<file path="config.mk">
export PLATFORM = sky130hd
export DESIGN_NAME = button_counter
export DESIGN_NICKNAME = d
export VERILOG_FILES = /design/src/rtl/button_counter_pkg.sv /design/src/rtl/button_counter_debounce_filter.sv /design/src/rtl/button_counter.sv
export SDC_FILE = /design/constraint.sdc
export NUM_CORES = 1
export LEC_CHECK = 0
export BUFFER_PORTS_ARGS = -buffer_cell sky130_fd_sc_hd__clkbuf_2
export CAP_MARGIN = 0
export CORE_ASPECT_RATIO = 0.5
export CORE_UTILIZATION = 55
export DETAILED_ROUTE_END_ITERATION = 12
export PLACE_DENSITY = 0.72
export SYNTH_ARGS = -nofsm -noshare
export SYNTH_HDL_FRONTEND = slang
export SYNTH_SLANG_ARGS = --single-unit
</file>
<file path="constraint.sdc">
create_clock -name i_Clk -period 2.25 [get_ports i_Clk]
set_input_delay 0.3375 -clock i_Clk [delete_from_list [all_inputs] [get_ports i_Clk]]
set_output_delay 0.3375 -clock i_Clk [all_outputs]
set_load 0.01 [all_outputs]
</file>
<file path="src/rtl/button_counter_pkg.sv">
// Shared constants for the button counter: digit range, blank pattern and
// the seven-segment lookup table (active-high, bit6..bit0 = g,f,e,d,c,b,a).
package button_counter_pkg;

    localparam logic [3:0] DIGIT_MAX  = 4'd9;
    localparam logic [6:0] SEG_BLANK  = 7'b1111111;
    localparam logic [6:0] SEG_ZERO_N = 7'b1000000;

    localparam logic [6:0] SEG_TABLE [10] = '{
        7'b0111111,  // 0
        7'b0000110,  // 1
        7'b1011011,  // 2
        7'b1001111,  // 3
        7'b1100110,  // 4
        7'b1101101,  // 5
        7'b1111101,  // 6
        7'b0000111,  // 7
        7'b1111111,  // 8
        7'b1101111   // 9
    };

    // Active-low segment drive for a digit; anything outside 0..9 blanks.
    function automatic logic [6:0] seg_encode_n(input logic [3:0] digit);
        if (digit > DIGIT_MAX)
            return SEG_BLANK;
        return ~SEG_TABLE[digit];
    endfunction

endpackage

</file>
<file path="src/rtl/button_counter_debounce_filter.sv">
// Single-switch debouncer: the output level only follows the raw input once
// it has differed from the current level for DEBOUNCE_TIME consecutive cycles.
module debounce_filter #(
    parameter int DEBOUNCE_TIME = 250000
) (
    input  logic i_Clk,
    input  logic i_Rst,
    input  logic i_Switch,
    output logic o_Switch
);

    localparam int               CNT_W     = $clog2(DEBOUNCE_TIME + 1);
    localparam logic [CNT_W-1:0] CNT_LIMIT = CNT_W'(DEBOUNCE_TIME);

    logic [CNT_W-1:0] r_Count;
    logic             r_State;

    // Count cycles of disagreement; accept the new level when the count hits the limit.
    always_ff @(posedge i_Clk or posedge i_Rst) begin
        if (i_Rst) begin
            r_Count <= '0;
            r_State <= 1'b0;
        end else if (i_Switch == r_State) begin
            r_Count <= '0;
        end else if (r_Count == CNT_LIMIT - 1'b1) begin
            r_State <= i_Switch;
            r_Count <= '0;
        end else begin
            r_Count <= r_Count + 1'b1;
        end
    end

    assign o_Switch = r_State;

endmodule

</file>
<file path="src/rtl/button_counter.sv">
// Up/down decimal counter driven by two bouncing push-buttons, shown on an
// active-low seven-segment display.
// Optional macro BUTTON_COUNTER_INPUT_SYNC_EN adds a two-flop synchronizer on
// each switch ahead of the debouncers (2 extra cycles of latency).
module button_counter
    import button_counter_pkg::*;
#(
    parameter int DEBOUNCE_TIME = 250000
) (
    input  logic       i_Clk,
    input  logic       i_Rst,
    input  logic       i_Switch_1,
    input  logic       i_Switch_2,
    output logic [6:0] o_Segments
);

    logic w_Raw_1;
    logic w_Raw_2;
    logic w_Stable_1;
    logic w_Stable_2;
    logic r_Stable_1_prev;
    logic r_Stable_2_prev;
    logic w_Inc;
    logic w_Dec;
    logic [3:0] r_Digit;

`ifdef BUTTON_COUNTER_INPUT_SYNC_EN
    logic [1:0] r_Sync_1;
    logic [1:0] r_Sync_2;

    // Two-flop synchronizers bring the asynchronous buttons into the clock domain.
    always_ff @(posedge i_Clk or posedge i_Rst) begin
        if (i_Rst) begin
            r_Sync_1 <= 2'b00;
            r_Sync_2 <= 2'b00;
        end else begin
            r_Sync_1 <= {r_Sync_1[0], i_Switch_1};
            r_Sync_2 <= {r_Sync_2[0], i_Switch_2};
        end
    end

    assign w_Raw_1 = r_Sync_1[1];
    assign w_Raw_2 = r_Sync_2[1];
`else
    assign w_Raw_1 = i_Switch_1;
    assign w_Raw_2 = i_Switch_2;
`endif

    debounce_filter #(.DEBOUNCE_TIME(DEBOUNCE_TIME)) u_debounce_1 (
        .i_Clk    (i_Clk),
        .i_Rst    (i_Rst),
        .i_Switch (w_Raw_1),
        .o_Switch (w_Stable_1)
    );

    debounce_filter #(.DEBOUNCE_TIME(DEBOUNCE_TIME)) u_debounce_2 (
        .i_Clk    (i_Clk),
        .i_Rst    (i_Rst),
        .i_Switch (w_Raw_2),
        .o_Switch (w_Stable_2)
    );

    // Remember last debounced levels so only rising edges produce pulses.
    always_ff @(posedge i_Clk or posedge i_Rst) begin
        if (i_Rst) begin
            r_Stable_1_prev <= 1'b0;
            r_Stable_2_prev <= 1'b0;
        end else begin
            r_Stable_1_prev <= w_Stable_1;
            r_Stable_2_prev <= w_Stable_2;
        end
    end

    assign w_Inc = w_Stable_1 & ~r_Stable_1_prev;
    assign w_Dec = w_Stable_2 & ~r_Stable_2_prev;

    // Decimal digit with wrap-around; increment wins when both pulses coincide.
    always_ff @(posedge i_Clk or posedge i_Rst) begin
        if (i_Rst) begin
            r_Digit <= 4'd0;
        end else if (w_Inc) begin
            r_Digit <= (r_Digit >= DIGIT_MAX) ? 4'd0 : r_Digit + 4'd1;
        end else if (w_Dec) begin
            r_Digit <= (r_Digit == 4'd0) ? DIGIT_MAX : r_Digit - 4'd1;
        end
    end

    // Registered display decode.
    always_ff @(posedge i_Clk or posedge i_Rst) begin
        if (i_Rst)
            o_Segments <= SEG_ZERO_N;
        else
            o_Segments <= seg_encode_n(r_Digit);
    end

endmodule

</file>
==> impl_metrics.tcl, run 1 <==
set metrics [dict create \
    async_reset_ff_share_pct 100 \
    rsz0062_at_grt "no" \
    syn_nets 281 \
    cp-start-kind "register" \
    drc 0 \
    std_cell_rows 17 \
    start_util_pct 58.9 \
    boundaryPins 11 \
    cts_setup_buffers 0 \
    drive_gt1_share_pct 11.0 \
    powerDensity_mw_per_mm2 544 \
    fin_skew_ps 9.84 \
    yosysSeqAreaShare_pct 48.1 \
    drt_wl_total_um 4990 \
    wl_met2_um 2140 \
    synth_top_area_share_pct 47.1 \
    grt_pass1_vias 1898 \
    wire_per_inst_um 14.3 \
    area_delta_synth_final_pct 8.71 \
    netlist_area_mm2 0.00266 \
    cellInternalPower_mw 1.22 \
    comb_power_share_pct 3.5 \
    critPathKind "register to register" \
    met3_wirelength_um 225 \
    synth-edff-count 0 \
    finalSetupTns_ps 0 \
    worstMarginPinSlew_ps 625 \
    finalSetupViolations 0 \
    n_antenna_cell 0 \
    place_area_mm2 0.00279 \
    syn_area_per_cell_um2 9.88 \
    end_kind "register" \
    total_power_mw 1.57 \
    min_path_type "input port to async pin" \
    coreArea_mm2 0.00451 \
    dr.pass1.iters 4 \
    max_cap_violations 0 \
    slew_violations 0 \
    synth_cells 269 \
    top_layer "met4" \
    fin_area_mm2 0.00289 \
    cts_hold_buf 0 \
    dieArea_mm2 0.00513 \
    cts.root.buffer_cell "clkbuf_8" \
    arrival_ps 2390 \
    fin_crit_sh_pct 95.9 \
    ant_nets 0 \
    grt_overflow 0 \
    pwr-share-seq_pct 59.4 \
    cts_resized 0 \
    grt_max_degree 52 \
    die_x_um 100 \
    switching_share_pct 22.2 \
    num_vias 1981 \
    fin_nets 294 \
    cts_sinks 51 \
    place.gp.congestion 0.923 \
    slew_headroom_pct 58.3 \
    clk_path_buf_depth 2 \
    wl_met1_um 2520 \
    worst_ep_required_time_ps 2480 \
    power_switching_uw 349 \
    grt_antenna_before_repair 0 \
    via_per_inst 5.68 \
    synth_flop_cell "dfrtp_1" \
    status "complete, no violations" \
    grt_pass1_wl_um 8830 \
    cp_max_fo 8 \
    clkPwrFrac_pct 37.0 \
    fmax_mhz 463 \
    h-tree-depth 2 \
    synthTopCellsByArea "dfrtp_1 47%, nor2_1 5.6%, xnor2_1 4.9%" \
    die_y_um 51.2 \
    netlist.top_cell.by_area "dfrtp_1" \
    dp_hpwl_um 3430 \
    grtUsageTotal_pct 22.9 \
    insertion_delay_ps 310 \
    path_clk_slew_ps 100 \
    numCtsBuffers 5 \
    ys_types 48 \
    final.min_clock_period_ps 2160 \
    ys_ff_latch 51 \
    p_leak_nw 1.26 \
    finalHoldViolations 0 \
    port_buffers 10 \
    cts_tree "yes" \
    synth_warnings 0 \
    peakVddDrop_v 0.000375 \
    drt_iter0_markers 109 \
]
==> cells in the mapped netlist, types with 2 or more instances <==
| master | instances |
|---|---|
| dfrtp_1 | 50 |
| nor2_1 | 40 |
| nand2_1 | 15 |
| xnor2_1 | 15 |
| xor2_1 | 15 |
| a21oi_1 | 13 |
| nand3_1 | 13 |
| inv_1 | 11 |
| nand4_1 | 10 |
| nor4_1 | 9 |
| ha_1 | 8 |
| nor3_1 | 6 |
| o21ai_0 | 5 |
| or4_1 | 5 |
| and4_1 | 4 |
| clkbuf_1 | 4 |
| o31ai_1 | 4 |
| a22oi_1 | 3 |
| buf_2 | 3 |
| nand3b_1 | 3 |
| a31oi_1 | 2 |
| mux2_1 | 2 |
| nor4b_1 | 2 |
| o22ai_1 | 2 |
| or2_2 | 2 |
==> state kept, by name, indices dropped and copies added, names as in the netlist <==
register               flops
u_debounce_2.o_Switch      1
u_debounce_2.r_Count      18
r_Digit                    4
r_Stable_1_prev            1
r_Stable_2_prev            1
u_debounce_1.r_Count      18
o_Segments                 7
u_debounce_1.o_Switch      1
==> critical path: stages (launching register included) <==
cell and delay [ps]:
dfrtp_1 480, inv_1 190, ha_1 290, or3b_1 390
a21oi_1 370, a221oi_1 180, o22ai_1 190
==> metrics by stage <==
step / hold WS, ps / cells / worst slack, ps / util [%]
6_report: 154 / 349 / 92.1 / 64.1
5_1_grt: 219 / 349 / 0.241 / 64.1
4_1_cts: 188 / 349 / 135 / 64.1
3_5_place_dp: 448 / 341 / 227 / 61.8
3_3_place_gp: 433 / 341 / 359 / 61.8
2_1_floorplan: 405 / 269 / 345 / -
==> layout by cell type (no fill, tap or decap), types with 4 or more instances in the layout <==
master | synthesis | routed
dfrtp_1 | 50 | 50
nor2_1 | 40 | 40
nand2_1 | 15 | 15
xor2_1 | 15 | 15
xnor2_1 | 15 | 15
nand3_1 | 13 | 13
a21oi_1 | 13 | 13
nand4_1 | 10 | 10
inv_1 | 11 | 10
clkbuf_2 | 1 | 10
nor4_1 | 9 | 9
ha_1 | 8 | 8
clkbuf_8 | 0 | 7
nor3_1 | 6 | 6
or4_1 | 5 | 5
o21ai_0 | 5 | 5
and4_1 | 4 | 4
o31ai_1 | 4 | 4
buf_4 | 0 | 4
==> power by group through the flow <==
stage,registers (mW),logic [mW],clock network [mW]
2_1_floorplan,0.950,0.0397,0
3_3_place_gp,0.951,0.0548,0
3_5_place_dp,0.952,0.0572,0
4_1_cts,0.933,0.0576,0.596
5_1_grt,0.936,0.0642,0.632
6_report,0.934,0.0553,0.582
==> layer usage <==
layer  global-route usage [%]  vias to the layer above
met3                     4.92                       10
met5                        0                        -
met2                     35.0                       37
li1                         -                      976
met1                     31.8                      958
met4                     9.66                        0
==> cells by family (layout without fill, tap and decap cells) <==
logic type               count (synthesis)  in the layout  synth area share (%)
AND/OR/NAND/NOR                        119            119                  24.2
flip-flops                              51             51                  48.1
AO/OA/AOI/OAI                           38             38                  9.79
XOR/XNOR                                30             30                  9.89
buffers and inverters                   20             34                  3.01
adder cells (fa/ha/maj)                  8              8                  3.77
multiplexers                             3              3                  1.22
==> final cells by class <==
type / instances / area, um2
fill: 391 / 1620
multi-input combinational: 198 / 1300
sequential: 51 / 1280
clock buffer: 7 / 96.3
tap: 66 / 82.6
timing repair buffer: 14 / 80.1
inverter: 12 / 45.0
clock inverter: 1 / 7.51
==> final timing paths <==
| kind | start | end | slack [ps] | cells past startpoint |
|---|---|---|---|---|
| setup / recovery | r_Digit[1] | r_Digit[2] | 90 | 6 |
| hold / removal | i_Rst | u_debounce_2.r_Count[4] | 150 | 3 |
| setup reg to reg | r_Digit[1] | r_Digit[2] | 90 | 6 |
| hold reg to reg | u_debounce_1.o_Switch | r_Stable_1_prev | 460 | 0 |
| max in group asynchronous | i_Rst | u_debounce_1.r_Count[0] | 1670 | 3 |
| min in group i_Clk | i_Switch_2 | u_debounce_2.o_Switch | 290 | 2 |
Note: power is estimated with default switching activity, not from simulation.
==> inputs of run 2 (changes only) <==
==> constraint.sdc (replaced) <==
create_clock -name i_Clk -period 2.25 [get_ports i_Clk]
set_input_delay 0.45 -clock i_Clk [delete_from_list [all_inputs] [get_ports i_Clk]]
set_output_delay 0.45 -clock i_Clk [all_outputs]
set_load 0.01 [all_outputs]
==> run 2 against run 1 <==
Die area stayed put. Clock power shrank 7.9%. Setup slack improved by 130 ps. Via count grew 0.15%.
==> impl_metrics.tcl, run 2 (synthesized netlist as in run 1, its figures left out) <==
set metrics [dict create \
    fin_skew_ps 5.05 \
    rsz0062_at_grt "no" \
    dr.pass1.iters 5 \
    min_path_type "input port to async pin" \
    area_delta_synth_final_pct 8.71 \
    finalSetupViolations 0 \
    std_cell_rows 17 \
    cp_max_fo 9 \
    final_common_cell "dfrtp_1" \
    fmax_mhz 493 \
    cts_resized 0 \
    drc 0 \
    slew_headroom_pct 63.7 \
    path_clk_slew_ps 90 \
    num_vias 1984 \
    fin_crit_sh_pct 90.2 \
    drt_wl_total_um 4770 \
    drt_iter0_markers 131 \
    die_y_um 51.2 \
    cts_setup_buffers 0 \
    place_area_mm2 0.00280 \
    total_power_mw 1.53 \
    h-tree-depth 2 \
    use_met1_pct 31.0 \
    via_per_inst 5.68 \
    slew_violations 0 \
    reg_top3 "u_debounce_1.r_Count (18), u_debounce_2.r_Count (18), o_Segments (7)" \
    coreArea_mm2 0.00451 \
    fin_nets 294 \
    clk_path_buf_depth 2 \
    finalSetupTns_ps 0 \
    numCtsBuffers 5 \
    arrival_ps 2250 \
    boundaryPins 11 \
    met3_usage_pct 5.34 \
    grt_max_degree 52 \
    status "complete, no violations" \
    powerDensity_mw_per_mm2 529 \
    grt_antenna_before_repair 0 \
    finalHoldViolations 0 \
    critPathKind "register to register" \
    final_util_pct 64.1 \
    die_x_um 100 \
    pre_cts_ws_ps 274 \
    rrSetupSlack_ps 220 \
    ant_nets 0 \
    cts_sinks 51 \
    dieArea_mm2 0.00513 \
    worst_slack_ps 221 \
    final_cell_mix "50 x dfrtp_1, 40 x nor2_1, 15 x nand2_1, 15 x xor2_1, 15 x xnor2_1" \
    wire_per_inst_um 13.7 \
    port_buffers 10 \
    worst_ep_required_time_ps 2470 \
    place.gp.congestion 0.905 \
    worstMarginPinSlew_ps 544 \
    cts_tree "yes" \
    grtUsageTotal_pct 20.9 \
    grt_overflow 0 \
    max_cap_violations 0 \
    fin_area_mm2 0.00289 \
    met2_usage_pct 31.1 \
    end_kind "register" \
    peakVddDrop_v 0.000365 \
    start_util_pct 58.9 \
    cts.root.buffer_cell "clkbuf_8" \
    cp-start-kind "register" \
    dp_hpwl_um 3390 \
    insertion_delay_ps 290 \
    cts_hold_buf 0 \
    p_leak_nw 1.27 \
    grt.busiest_layer "met2" \
    grt_pass1_vias 1786 \
    final.min_clock_period_ps 2030 \
    n_antenna_cell 0 \
    grt_pass1_wl_um 8250 \
    drive_gt1_share_pct 10.6 \
]
run 2: cell count changes in the layout (fill, tap and decap cells not counted):
cell,delta
clkinv_2,+1
clkinvlp_4,-1
buf_12,+1
buf_4,-1
clkbuf_1,+1
clkbuf_8,-1
run 2: per-stage QoR:
stage | hold WS, ps | std cells
3_5_place_dp | 443 | 341
4_1_cts | 179 | 349
3_3_place_gp | 433 | 341
5_1_grt | 194 | 349
2_1_floorplan | 405 | 269
6_report | 160 | 349
run 2: final cells by class:
type	count	area, um2
Fill cell	382	1620
Sequential cell	51	1280
Clock buffer	7	86.3
Tap cell	66	82.6
Clock inverter	1	5.00
Multi-Input combinational cell	198	1300
Timing Repair Buffer	14	92.6
Inverter	12	45.0
run 2: critical path: stages, from the launching register on:
cell and delay, ps:
dfrtp_1 490, inv_1 180, ha_1 280, or3b_1 390
a21oi_1 300, a221oi_1 140, o22ai_1 180
run 2: path summary, 6_finish.rpt:
kind | from | end | cells past startpoint
max | r_Digit[0] | r_Digit[2] | 6
min | i_Rst | u_debounce_2.r_Count[2] | 3
max reg2reg | r_Digit[0] | r_Digit[2] | 6
min reg2reg | u_debounce_1.o_Switch | r_Stable_1_prev | 0
max in group asynchronous | i_Rst | o_Segments[6] | 3
min in group i_Clk | i_Switch_1 | u_debounce_1.o_Switch | 2
run 2: per-layer routing:
layer  vias up  share of wire [%]
li1        985                  -
met1       936                 52
met2        59                 42
met3         4                5.0
met4         0               0.50
met5         -                  0
run 2: where the power goes:
group	internal, mW	switching (mW)	leakage (nW)
Sequential	0.924	0.00902	0.704
Clock	0.249	0.288	0.0482
Combinational	0.0192	0.0388	0.514
